===== src/rtl/spi_slave_pkg.sv =====
// Shared types and constants for the quad-capable SPI slave.
package spi_slave_pkg;

  typedef enum logic [1:0] {
    STD     = 2'd0,
    QUAD_TX = 2'd1,
    QUAD_RX = 2'd2
  } spi_mode_e;

  typedef enum logic [1:0] {
    IDLE  = 2'd0,
    LOAD  = 2'd1,
    SHIFT = 2'd2
  } state_e;

  localparam logic [3:0] OE_NONE = 4'b0000;
  localparam logic [3:0] OE_STD  = 4'b0010;
  localparam logic [3:0] OE_QUAD = 4'b1111;

  // Reserved encoding 3 collapses onto STD.
  function automatic spi_mode_e decode_mode(input logic [1:0] m);
    case (m)
      2'd1:    return QUAD_TX;
      2'd2:    return QUAD_RX;
      default: return STD;
    endcase
  endfunction

endpackage


===== src/rtl/spi_slave_sync.sv =====
// N-flop synchroniser with rise/fall edge detection on the synchronised value.
module spi_slave_sync #(
  parameter int unsigned     STAGES  = 2,
  parameter int unsigned     WIDTH   = 1,
  parameter logic [WIDTH-1:0] RST_VAL = '0
) (
  input  logic             clk,
  input  logic             rst_n,
  input  logic [WIDTH-1:0] d,
  output logic [WIDTH-1:0] q,
  output logic [WIDTH-1:0] rise,
  output logic [WIDTH-1:0] fall
);

  logic [WIDTH-1:0] chain [STAGES];
  logic [WIDTH-1:0] prev;

  // Shift the input through the synchroniser chain and keep the previous output.
  always_ff @(posedge clk or negedge rst_n) begin
    if (!rst_n) begin
      for (int unsigned i = 0; i < STAGES; i++) chain[i] <= RST_VAL;
      prev <= RST_VAL;
    end else begin
      chain[0] <= d;
      for (int unsigned i = 1; i < STAGES; i++) chain[i] <= chain[i-1];
      prev <= chain[STAGES-1];
    end
  end

  assign q    = chain[STAGES-1];
  assign rise = chain[STAGES-1] & ~prev;
  assign fall = ~chain[STAGES-1] & prev;

endmodule


===== src/rtl/spi_slave_quad.sv =====
// SPI mode-0 slave with standard, quad-TX and quad-RX transfers.
module spi_slave_quad
  import spi_slave_pkg::*;
#(
  parameter int unsigned SYNC_STAGES = 2,
  parameter logic [7:0]  FILL_BYTE   = 8'hFF
) (
  input  logic       clk,
  input  logic       rst_n,
  input  logic [1:0] mode_i,
  input  logic       spi_sclk_i,
  input  logic       spi_csn_i,
  input  logic [3:0] spi_sdi_i,
  output logic [3:0] spi_sdo_o,
  output logic [3:0] spi_oe_o,
  output logic [7:0] rx_data_o,
  output logic       rx_valid_o,
  input  logic [7:0] tx_data_i,
  input  logic       tx_valid_i,
  output logic       tx_ready_o,
  output logic       underrun_o,
  output logic       frame_end_o,
  output logic       partial_o,
  output logic       busy_o
);

  logic       sclk_q_unused, sclk_rise, sclk_fall;
  logic       csn_q_unused, csn_rise, csn_fall;
  logic [3:0] sdi_q, sdi_rise_unused, sdi_fall_unused;

  spi_slave_sync #(.STAGES(SYNC_STAGES), .WIDTH(1), .RST_VAL(1'b0)) u_sync_sclk (
    .clk(clk), .rst_n(rst_n), .d(spi_sclk_i),
    .q(sclk_q_unused), .rise(sclk_rise), .fall(sclk_fall)
  );

  // Resetting the CSn chain low means a CSn already low at reset release is
  // not seen as a fall; a fresh high/low cycle is needed to start a frame.
  spi_slave_sync #(.STAGES(SYNC_STAGES), .WIDTH(1), .RST_VAL(1'b0)) u_sync_csn (
    .clk(clk), .rst_n(rst_n), .d(spi_csn_i),
    .q(csn_q_unused), .rise(csn_rise), .fall(csn_fall)
  );

  spi_slave_sync #(.STAGES(SYNC_STAGES), .WIDTH(4), .RST_VAL(4'h0)) u_sync_sdi (
    .clk(clk), .rst_n(rst_n), .d(spi_sdi_i),
    .q(sdi_q), .rise(sdi_rise_unused), .fall(sdi_fall_unused)
  );

  state_e     state;
  spi_mode_e  mode_q;
  logic [7:0] tx_sh;
  logic [7:0] rx_sh;
  logic [2:0] cnt;
  logic       byte_done;

  logic       is_quad;
  logic       rx_edge;
  logic       final_edge;
  logic [2:0] last_cnt;
  logic [2:0] cnt_after;
  logic [7:0] rx_next;

  // Per-edge bookkeeping: where the edge counter lands after this cycle.
  always_comb begin
    is_quad    = (mode_q != STD);
    last_cnt   = is_quad ? 3'd1 : 3'd7;
    rx_edge    = (state == SHIFT) && sclk_rise;
    final_edge = rx_edge && (cnt == last_cnt);
    rx_next    = is_quad ? {rx_sh[3:0], sdi_q} : {rx_sh[6:0], sdi_q[0]};
    if (final_edge)   cnt_after = '0;
    else if (rx_edge) cnt_after = cnt + 3'd1;
    else              cnt_after = cnt;
  end

  // Pad drive follows the latched mode whenever a frame is active.
  always_comb begin
    spi_sdo_o = '0;
    spi_oe_o  = OE_NONE;
    if (state != IDLE) begin
      case (mode_q)
        QUAD_RX: begin
          spi_oe_o  = OE_QUAD;
          spi_sdo_o = tx_sh[7:4];
        end
        QUAD_TX: spi_oe_o = OE_NONE;
        default: begin
          spi_oe_o     = OE_STD;
          spi_sdo_o[1] = tx_sh[7];
        end
      endcase
    end
  end

  assign tx_ready_o = (state == LOAD) && tx_valid_i;
  assign underrun_o = (state == LOAD) && !tx_valid_i;
  assign busy_o     = (state != IDLE);

  // Frame FSM, shift registers and strobes; CSn rise overrides the state last.
  always_ff @(posedge clk or negedge rst_n) begin
    if (!rst_n) begin
      state       <= IDLE;
      mode_q      <= STD;
      tx_sh       <= '0;
      rx_sh       <= '0;
      cnt         <= '0;
      byte_done   <= 1'b0;
      rx_data_o   <= '0;
      rx_valid_o  <= 1'b0;
      frame_end_o <= 1'b0;
      partial_o   <= 1'b0;
    end else begin
      rx_valid_o  <= 1'b0;
      frame_end_o <= 1'b0;
      partial_o   <= 1'b0;
      case (state)
        IDLE: begin
          if (csn_fall) begin
            state     <= LOAD;
            mode_q    <= decode_mode(mode_i);
            cnt       <= '0;
            byte_done <= 1'b0;
          end
        end
        LOAD: begin
          tx_sh     <= tx_valid_i ? tx_data_i : FILL_BYTE;
          byte_done <= 1'b0;
          state     <= SHIFT;
        end
        SHIFT: begin
          if (rx_edge) begin
            cnt <= cnt_after;
            if (mode_q != QUAD_RX) rx_sh <= rx_next;
            if (final_edge) begin
              byte_done <= 1'b1;
              if (mode_q != QUAD_RX) begin
                rx_data_o  <= rx_next;
                rx_valid_o <= 1'b1;
              end
            end
          end else if (sclk_fall) begin
            if (byte_done) state <= LOAD;
            else           tx_sh <= is_quad ? {tx_sh[3:0], 4'h0} : {tx_sh[6:0], 1'b0};
          end
        end
        default: state <= IDLE;
      endcase
      // A final rise coinciding with CSn rise completes the byte (cnt_after == 0).
      if ((state != IDLE) && csn_rise) begin
        state       <= IDLE;
        frame_end_o <= 1'b1;
        partial_o   <= (cnt_after != '0);
        cnt         <= '0;
      end
    end
  end

endmodule


===== config.mk =====
export PLATFORM = sky130hd
export DESIGN_NAME = spi_slave_quad
export DESIGN_NICKNAME = d
export VERILOG_FILES = /design/src/rtl/spi_slave_pkg.sv /design/src/rtl/spi_slave_sync.sv /design/src/rtl/spi_slave_quad.sv
export SDC_FILE = /design/constraint.sdc
export NUM_CORES = 1
export LEC_CHECK = 0
export ABC_AREA = 1
export CORE_AREA = 10 10 91 85
export CTS_CLUSTER_SIZE = 10
export DETAILED_ROUTE_END_ITERATION = 8
export DIE_AREA = 0 0 101 95
export HOLD_SLACK_MARGIN = 0.1
export PLACE_DENSITY = 0.65
export REMOVE_ABC_BUFFERS = 1
export SLEW_MARGIN = 25
export SYNTH_ARGS = -nofsm -noshare
export SYNTH_HDL_FRONTEND = slang
export SYNTH_SLANG_ARGS = --single-unit

===== constraint.sdc =====
create_clock -name clk -period 3.7 [get_ports clk]
set_clock_uncertainty 0.15 [all_clocks]
set_input_delay 0.74 -clock clk [delete_from_list [all_inputs] [get_ports clk]]
set_output_delay 0.74 -clock clk [all_outputs]
set_load 0.01 [all_outputs]

==> results of run 1 <==
[metrics by stage]
step / setup slack (ns) / utilization (%) / hold WS, ns / instances / cell area, sq um
floorplan: 1.56 / - / 0.181 / 239 / 2140
global placement: 0.749 / 44.4 / 0.183 / 351 / 2620
detailed placement: 0.760 / 44.4 / 0.185 / 351 / 2630
CTS: 0.742 / 45.8 / 0.204 / 359 / 2710
global route: 0.598 / 45.8 / 0.217 / 359 / 2710
finish: 0.757 / 45.8 / 0.203 / 359 / 2710
[synth_stat cells]
cell type / instances / share of area, %
nand2_1: 50 / 8.5
buf_2: 1 / 0.23
nor2_4: 4 / 2.0
xnor2_1: 1 / 0.40
or2_2: 1 / 0.28
a31oi_1: 7 / 2.0
ha_1: 4 / 2.3
nand3_1: 8 / 1.8
inv_1: 26 / 4.4
nor2_2: 2 / 0.57
o21ai_1: 3 / 0.68
dfrtp_1: 48 / 55
nand3_2: 1 / 0.46
inv_2: 4 / 0.68
nand2_2: 3 / 0.85
nor4_1: 1 / 0.28
nand2_4: 2 / 1.0
nor2_1: 31 / 5.3
clkbuf_1: 2 / 0.34
o21ai_0: 31 / 7.1
buf_4: 2 / 0.68
a21oi_2: 1 / 0.40
o21ai_2: 5 / 2.0
a21oi_1: 4 / 0.91
nor3_1: 1 / 0.23
o21bai_1: 1 / 0.34
buf_6: 3 / 1.5
[final timing paths]
path	startpoint	slack [ns]	endpoint
max in group asynchronous	rst_n	2.71	frame_end_o
hold reg to reg	u_sync_sdi.chain[4]	0.20	u_sync_sdi.q[0]
min in group asynchronous	rst_n	0.29	u_sync_sdi.chain[4]
setup reg to reg	mode_q[0]	1.59	rx_sh[3]
hold / removal	u_sync_sdi.chain[4]	0.20	u_sync_sdi.q[0]
setup / recovery	tx_valid_i	0.76	tx_ready_o
[power by group]
group	switching [mW]	internal, mW
clock	0.171	0.135
combinational	0.491	0.334
sequential	0.0877	0.650
[worst max-delay path: stages]
cell             delay, ns
clkdlybuf4s50_1       0.50
inv_1                 0.14
nor2_1                0.13
clkdlybuf4s50_1       0.55
[sequential cells by signal, summed over array words and instances (netlist names), 2 cells and up]
name              count
cnt                   3
mode_q                2
rx_data_o             8
rx_sh                 7
state                 2
tx_sh                 8
u_sync_sdi.chain      4
u_sync_sdi.q          4
[layout make-up]
| cell class | instances | area (sq um) |
|---|---|---|
| fillers | 547 | 3200 |
| flip-flops and latches | 48 | 1200 |
| multi-input cells | 161 | 823 |
| repair buffers | 40 | 398 |
| inverters | 30 | 113 |
| well taps | 72 | 90.1 |
| clock buffers | 7 | 76.3 |
| clock inverters | 1 | 8.76 |
[kinds of logic after synthesis]
group                    after synthesis  share of synthesized area [%]
AND/OR/NAND/NOR                      104                           21.4
AO/OA/AOI/OAI                         52                           13.4
flip-flops                            48                           54.6
buffers and inverters                 38                           7.91
adder cells (fa/ha/maj)                4                           2.28
XOR/XNOR                               1                          0.398
[metal layers]
layer | part of all wire, % | vias to the layer above
met5 | 0 | -
met4 | 1.6 | 0
met2 | 44 | 41
li1 | - | 864
met1 | 46 | 744
met3 | 8.0 | 7
==> flow_summary.json, run 1 <==
{
  "status": "finished clean",
  "grt_setup_unrepaired": "no",
  "route.detailed.drc": 0,
  "grt_max_degree": 49,
  "worstPathRequired_ns": 2.81,
  "layout_common_cells": "50 x nand2_1, 48 x dfrtp_1, 39 x clkdlybuf4s50_1",
  "holdPathStages": 0,
  "start_kind": "primary input",
  "die_x_um": 101,
  "drive_above_1_share_pct": 10.5,
  "clk_path_buf_depth": 2,
  "ios": 41,
  "finalHoldViolCount": 0,
  "gp_congestion": 0.800,
  "wl_um": 4580,
  "core_area_sq_mm": 0.00591,
  "synth.avg_cell_area_sq_um": 8.90,
  "die_area_sq_mm": 0.00960,
  "final_common_cell": "nand2_1",
  "port_buffers": 40,
  "dp_hpwl_um": 3470,
  "fmax_ghz": 0.340,
  "viasPerCell": 4.61,
  "rr_worst_depth": 6,
  "ys_ff_latch": 48,
  "grt_pass1_wl_um": 8110,
  "nNetsFinal": 309,
  "numCtsBuffers": 5,
  "cts_hold_buffers": 0,
  "cts_num_sinks": 48,
  "finalPower_mw": 1.87,
  "routedWlPerCell_um": 12.8,
  "synthDistinctLibCells": 27,
  "worstMarginPinSlew_ns": 0.600,
  "met1_usage_pct": 12.7,
  "fp.dieH_um": 95,
  "drtAntennaViolNets": 0,
  "grt.busiest_layer": "met2",
  "yosysWarnings": 0,
  "clkTransAtPathRegs_ns": 0.08,
  "finalMaxSlewViolations": 0,
  "crit_fanout": 9,
  "critical_path_arrival_ns": 2.05,
  "fin_setup_tns_ns": 0,
  "cts_setup_buffers": 0,
  "diodes": 0,
  "drv_cap": 0,
  "cts.repair.resized": 0,
  "clk_latency_ns": 0.30,
  "post-route-min-period_ns": 2.94,
  "cts_tree": "done",
  "netlist_area_sq_mm": 0.00220,
  "dr_total_vias": 1656,
  "grtUsageTotal_pct": 10.4,
  "power.leakage_nw": 1.22,
  "htree_levels": 2,
  "grt_pass1_vias": 1682,
  "gr-usage-met3_pct": 4.23,
  "powerDensity_mw_per_mm2": 690,
  "grtUsageMet2_pct": 16.1,
  "rows": 27,
  "critPathKind": "primary input to output pin",
  "maxSlewHeadroom_pct": 60.0,
  "dr.pass1.iters": 4,
  "overflow": 0,
  "ys_seq_area_share_pct": 54.6,
  "root_buffer": "clkbuf_8",
  "area_growth_syn_to_layout_pct": 23.3,
  "start_util_pct": 37.2,
  "hold_path_class": "register to register",
  "synthCells": 247,
  "setup_viol": 0,
  "drt-initial-drc-count": 82,
  "end_kind": "output pin",
  "ir_drop_uv": 327,
  "timing.final.crit_share_pct": 79.6,
  "antenna_found_initial": 0
}
(Power assumes the default switching activity.)
==> run 2: changes to the inputs <==
--- a/config.mk
+++ b/config.mk
@@ -11,7 +11,7 @@
 export DETAILED_ROUTE_END_ITERATION = 8
 export DIE_AREA = 0 0 101 95
 export HOLD_SLACK_MARGIN = 0.1
-export PLACE_DENSITY = 0.65
+export PLACE_DENSITY = 0.67
 export REMOVE_ABC_BUFFERS = 1
 export SLEW_MARGIN = 25
 export SYNTH_ARGS = -nofsm -noshare
==> constraint.sdc (replaced) <==
create_clock -name clk -period 2.6 [get_ports clk]
set_clock_uncertainty 0.15 [all_clocks]
set_input_delay 0.52 -clock clk [delete_from_list [all_inputs] [get_ports clk]]
set_output_delay 0.52 -clock clk [all_outputs]
set_load 0.01 [all_outputs]
==> flow_summary.json, run 2 (synthesis gave the netlist of run 1 again) <==
{
  "status": "finished clean",
  "drive_above_1_share_pct": 12.7,
  "die_x_um": 101,
  "start_util_pct": 37.2,
  "finalPower_mw": 2.72,
  "root_buffer": "clkbuf_8",
  "powerDensity_mw_per_mm2": 981,
  "overflow": 0,
  "cts_tree": "done",
  "hold_path_end": "u_sync_sclk.q",
  "ir_drop_uv": 468,
  "area_growth_syn_to_layout_pct": 26.0,
  "max_stage_delay_ns": 0.41,
  "clkTransAtPathRegs_ns": 0.08,
  "clk_path_buf_depth": 2,
  "power.leakage_nw": 1.29,
  "diodes": 0,
  "maxSlewHeadroom_pct": 58.8,
  "port_buffers": 40,
  "min-delay-start": "u_sync_sclk.chain[1]",
  "finalHoldViolCount": 0,
  "critPathKind": "register to output pin",
  "timing.rr.start": "mode_q[1]",
  "grt_max_degree": 29,
  "drt-initial-drc-count": 76,
  "grt_setup_unrepaired": "no",
  "numCtsBuffers": 5,
  "viasPerCell": 4.68,
  "dr_total_vias": 1704,
  "htree_levels": 2,
  "holdPathStages": 0,
  "cts_num_sinks": 48,
  "crit_fanout": 3,
  "grt_pass1_vias": 1745,
  "finalMaxSlewViolations": 0,
  "grtUsageTotal_pct": 10.7,
  "critical_path_arrival_ns": 1.82,
  "post-place-cells": 355,
  "gp_congestion": 0.817,
  "final_cell_count_no_fill": 364,
  "antenna_found_initial": 0,
  "timing.final.crit_share_pct": 95.7,
  "rows": 27,
  "timing.rr.end": "rx_data_o[1]",
  "ios": 41,
  "path_cells": "inv_1 > ha_1 > or2_2 > a21oi_1 > dlygate4sd2_1",
  "reg_top3": "rx_data_o (8), tx_sh (8), rx_sh (7)",
  "post-route-min-period_ns": 2.49,
  "clk_latency_ns": 0.30,
  "routedWlPerCell_um": 13.0,
  "dr.pass1.iters": 4,
  "cp_slowest_cell": "dfrtp_1",
  "die_area_sq_mm": 0.00960,
  "cts_setup_buffers": 0,
  "drtAntennaViolNets": 0,
  "worstPathRequired_ns": 1.93,
  "fp.dieH_um": 95,
  "dp_hpwl_um": 3570,
  "final_common_cell": "nand2_1",
  "end_kind": "output pin",
  "hold_path_class": "register to register",
  "fin_setup_tns_ns": 0,
  "fmax_ghz": 0.402,
  "nNetsFinal": 314,
  "rr_worst_depth": 9,
  "rrSetupSlack_ns": 0.73,
  "setup_viol": 0,
  "wl_um": 4740,
  "core_area_sq_mm": 0.00591,
  "drv_cap": 0,
  "grt_pass1_wl_um": 8270,
  "start_kind": "register",
  "layout_common_cells": "50 x nand2_1, 48 x dfrtp_1, 34 x clkdlybuf4s50_1",
  "route.detailed.drc": 0,
  "worstMarginPinSlew_ns": 0.617
}
## run 2: changes by cell type in the layout (fill, tap and decap cells not counted), sizes merged
cell / before / now
clkdlybuf4s50: 39 / 34
buf: 1 / 5
dlygate4sd2: 0 / 4
clkbuf: 7 / 6
dlygate4sd3: 0 / 1
dlymetal6s2s: 0 / 1
inv: 30 / 31
## run 2: critical path, delay by kind of cell, from the launching register on
family                   cells  cell delay [ns]
AND/OR/NAND/NOR              1             0.30
adder cells (fa/ha/maj)      1             0.29
flip-flops                   1             0.41
AO/OA/AOI/OAI                1             0.13
buffers and inverters        2             0.39
## run 2: worst max path at each step
stage,start,endpoint,slack (ns),cells after the start
2_1_floorplan,mode_q[0],spi_oe_o[0],0.68,4
3_3_place_gp,tx_valid_i,tx_ready_o,0.25,4
3_5_place_dp,mode_q[1],spi_sdo_o[1],0.23,5
4_1_cts,mode_q[0],spi_oe_o[2],0.009,5
5_1_grt,mode_q[0],spi_sdo_o[1],0.005,5
6_report,mode_q[1],spi_sdo_o[1],0.11,5
## run 2: stage by stage
stage	cell area [sq um]	hold slack [ns]	worst slack, ns	util, %
finish	2770	0.203	0.111	46.8
global route	2770	0.212	0.00505	46.8
CTS	2760	0.206	0.00882	46.6
detailed placement	2650	0.186	0.231	44.9
global placement	2650	0.183	0.248	44.9
floorplan	2140	0.0744	0.680	-
## run 2: per-layer routing
layer	global-route usage, %	part of all wire (%)	up-vias	wire length [um]
met5	0	0	-	0
met4	4.18	1.7	0	81
met3	4.23	8.1	7	383
met2	15.9	44	40	2060
met1	13.6	47	784	2210
li1	-	-	873	-
## run 2: what timing repair did
item | 4_1_cts | 5_1_grt
endpoints found under the setup margin | 5 | 1
pin swaps | 0 | 0
hold buffers | 1 | 0
gates resized for setup | 5 | 2
hold endpoints to repair | 26 | 0
## run 2: power breakdown
part / switching (mW) / total, mW / internal, mW
logic: 0.718 / 1.20 / 0.479
clock network: 0.247 / 0.464 / 0.217
registers: 0.129 / 1.05 / 0.925
## run 2: cell type report
cell class                      count  area [sq um]
Tap cell                           72          90.1
Clock buffer                        6          82.6
Inverter                           30           113
Timing Repair Buffer               45           433
Clock inverter                      2          13.8
Fill cell                         578          3140
Sequential cell                    48          1200
Multi-Input combinational cell    161           836
==> run 3: changes to the inputs <==
--- a/config.mk
+++ b/config.mk
@@ -11,7 +11,7 @@
 export DETAILED_ROUTE_END_ITERATION = 8
 export DIE_AREA = 0 0 101 95
 export HOLD_SLACK_MARGIN = 0.1
-export PLACE_DENSITY = 0.67
+export PLACE_DENSITY = 0.65
 export REMOVE_ABC_BUFFERS = 1
 export SLEW_MARGIN = 25
 export SYNTH_ARGS = -nofsm -noshare
==> constraint.sdc (replaced) <==
create_clock -name clk -period 2.5 [get_ports clk]
set_clock_uncertainty 0.15 [all_clocks]
set_input_delay 0.5 -clock clk [delete_from_list [all_inputs] [get_ports clk]]
set_output_delay 0.5 -clock clk [all_outputs]
set_load 0.01 [all_outputs]
==> flow_summary.json, run 3 (synthesis gave the netlist of run 1 again) <==
{
  "overflow": 0,
  "multi_input_area_sq_um": 826,
  "status": "finished clean",
  "start_util_pct": 37.2,
  "hold_path_class": "primary input to async pin",
  "end_kind": "output pin",
  "met2_length_um": 1920,
  "diodes": 0,
  "drtAntennaViolNets": 0,
  "max_stage_delay_ns": 0.54,
  "numCtsBuffers": 5,
  "cts_tree": "done",
  "clkTransAtPathRegs_ns": 0.09,
  "top_layer_used": "met4",
  "powerDensity_mw_per_mm2": 1010,
  "layout_common_cells": "50 x nand2_1, 47 x dfrtp_1, 31 x nor2_1, 31 x o21ai_0, 31 x clkdlybuf4s50_1",
  "dp_hpwl_um": 3400,
  "post-route-min-period_ns": 2.32,
  "final_util_pct": 46.4,
  "place_area_sq_mm": 0.00265,
  "nNetsFinal": 312,
  "power.leakage_nw": 1.31,
  "dr_total_vias": 1657,
  "holdWs_ns": 0.122,
  "timing.final.crit_share_pct": 92.8,
  "cp_slowest_cell": "clkdlybuf4s50_1",
  "cts_num_sinks": 48,
  "fin_setup_tns_ns": 0,
  "worstMarginPinSlew_ns": 0.583,
  "area_growth_syn_to_layout_pct": 24.8,
  "path_cells": "inv_1 > nor2_1 > inv_1 > nor2_1 > clkdlybuf4s50_1",
  "gp_congestion": 0.826,
  "grt_pass1_vias": 1682,
  "ff_latch_area_sq_mm": 0.00120,
  "port_buffers": 40,
  "post-place-cells": 354,
  "fmax_ghz": 0.431,
  "rows": 27,
  "critical_path_arrival_ns": 1.67,
  "finalMaxSlewViolations": 0,
  "drt-initial-drc-count": 61,
  "rr_worst_depth": 10,
  "route.detailed.drc": 0,
  "core_area_sq_mm": 0.00591,
  "fp.dieH_um": 95,
  "die_x_um": 101,
  "drive_above_1_share_pct": 13.1,
  "worstPathRequired_ns": 1.85,
  "setup_viol": 0,
  "reg_top3": "rx_data_o (8), tx_sh (8), rx_sh (7)",
  "route.met3.wl_um": 366,
  "final_cell_count_no_fill": 362,
  "fin_area_sq_mm": 0.00274,
  "routedWlPerCell_um": 12.4,
  "htree_levels": 2,
  "grt_max_degree": 49,
  "grt_pass1_wl_um": 7940,
  "ir_drop_uv": 454,
  "die_area_sq_mm": 0.00960,
  "ios": 41,
  "grt_setup_unrepaired": "no",
  "antenna_found_initial": 0,
  "critPathKind": "register to output pin",
  "grtUsageTotal_pct": 10.3,
  "start_kind": "register",
  "crit_fanout": 4,
  "fillers": 563,
  "clk_path_buf_depth": 2,
  "maxSlewHeadroom_pct": 61.1,
  "clk_latency_ns": 0.30,
  "root_buffer": "clkbuf_8",
  "finalHoldViolCount": 0,
  "dr.pass1.iters": 4,
  "viasPerCell": 4.58,
  "final_common_cell": "nand2_1",
  "m1WireLength_um": 2070,
  "drv_cap": 0,
  "wl_um": 4480
}
-- run 3: cell types whose count changed in the layout (fill, tap and decap cells not counted), sizes merged --
| cell | previous run | this run |
|---|---|---|
| dlygate4sd3 | 1 | 0 |
| dlymetal6s2s | 1 | 3 |
| buf | 5 | 4 |
| clkbuf | 6 | 7 |
| clkdlybuf4s50 | 34 | 31 |
-- run 3: final cells by class --
cell class | instances | area share, %
Sequential cell | 48 | 43.8
Multi-Input combinational cell | 161 | 30.1
Timing Repair Buffer | 43 | 15.1
Inverter | 30 | 4.11
Tap cell | 72 | 3.28
Clock buffer | 6 | 3.01
Clock inverter | 2 | 0.502
-- run 3: final timing paths --
check	slack, ns	from	end
setup / recovery	0.18	state[0]	underrun_o
hold / removal	0.12	rst_n	rx_data_o[3]
setup reg to reg	0.61	mode_q[1]	rx_data_o[2]
hold reg to reg	0.20	u_sync_sdi.chain[5]	u_sync_sdi.q[1]
max in group asynchronous	1.64	rst_n	state[0]
min in group clk	0.20	u_sync_sdi.chain[5]	u_sync_sdi.q[1]
-- run 3: stage by stage --
stage	setup WS (ns)	total power, mW
6_report	0.179	2.78
5_1_grt	0.0113	3.05
4_1_cts	0.0368	2.83
3_5_place_dp	0.131	2.35
3_3_place_gp	0.126	2.34
2_1_floorplan	0.600	1.86
-- run 3: critical path: cells and delay by family, from the launching register on --
kind / cells / cell delay, ns
buf+inv: 3 / 0.73
flops: 1 / 0.42
simple gates: 2 / 0.22
-- run 3: metal layers --
layer	up-vias	track usage [%]
met2	44	15.2
met4	0	5.92
met5	-	0
met3	9	4.09
met1	737	12.4
li1	867	-
-- run 3: where the power goes --
group	internal [mW]	total [mW]	switching (mW)
combinational	0.479	1.20	0.724
clock	0.226	0.486	0.259
sequential	0.963	1.09	0.126
-- run 3: what timing repair did --
action / 4_1_cts / 5_1_grt
setup endpoints to repair: 6 / 5
gates resized for setup: 6 / 6
buffers inserted: 0 / 0
pin swaps: 0 / 0
hold buffers: 0 / 0
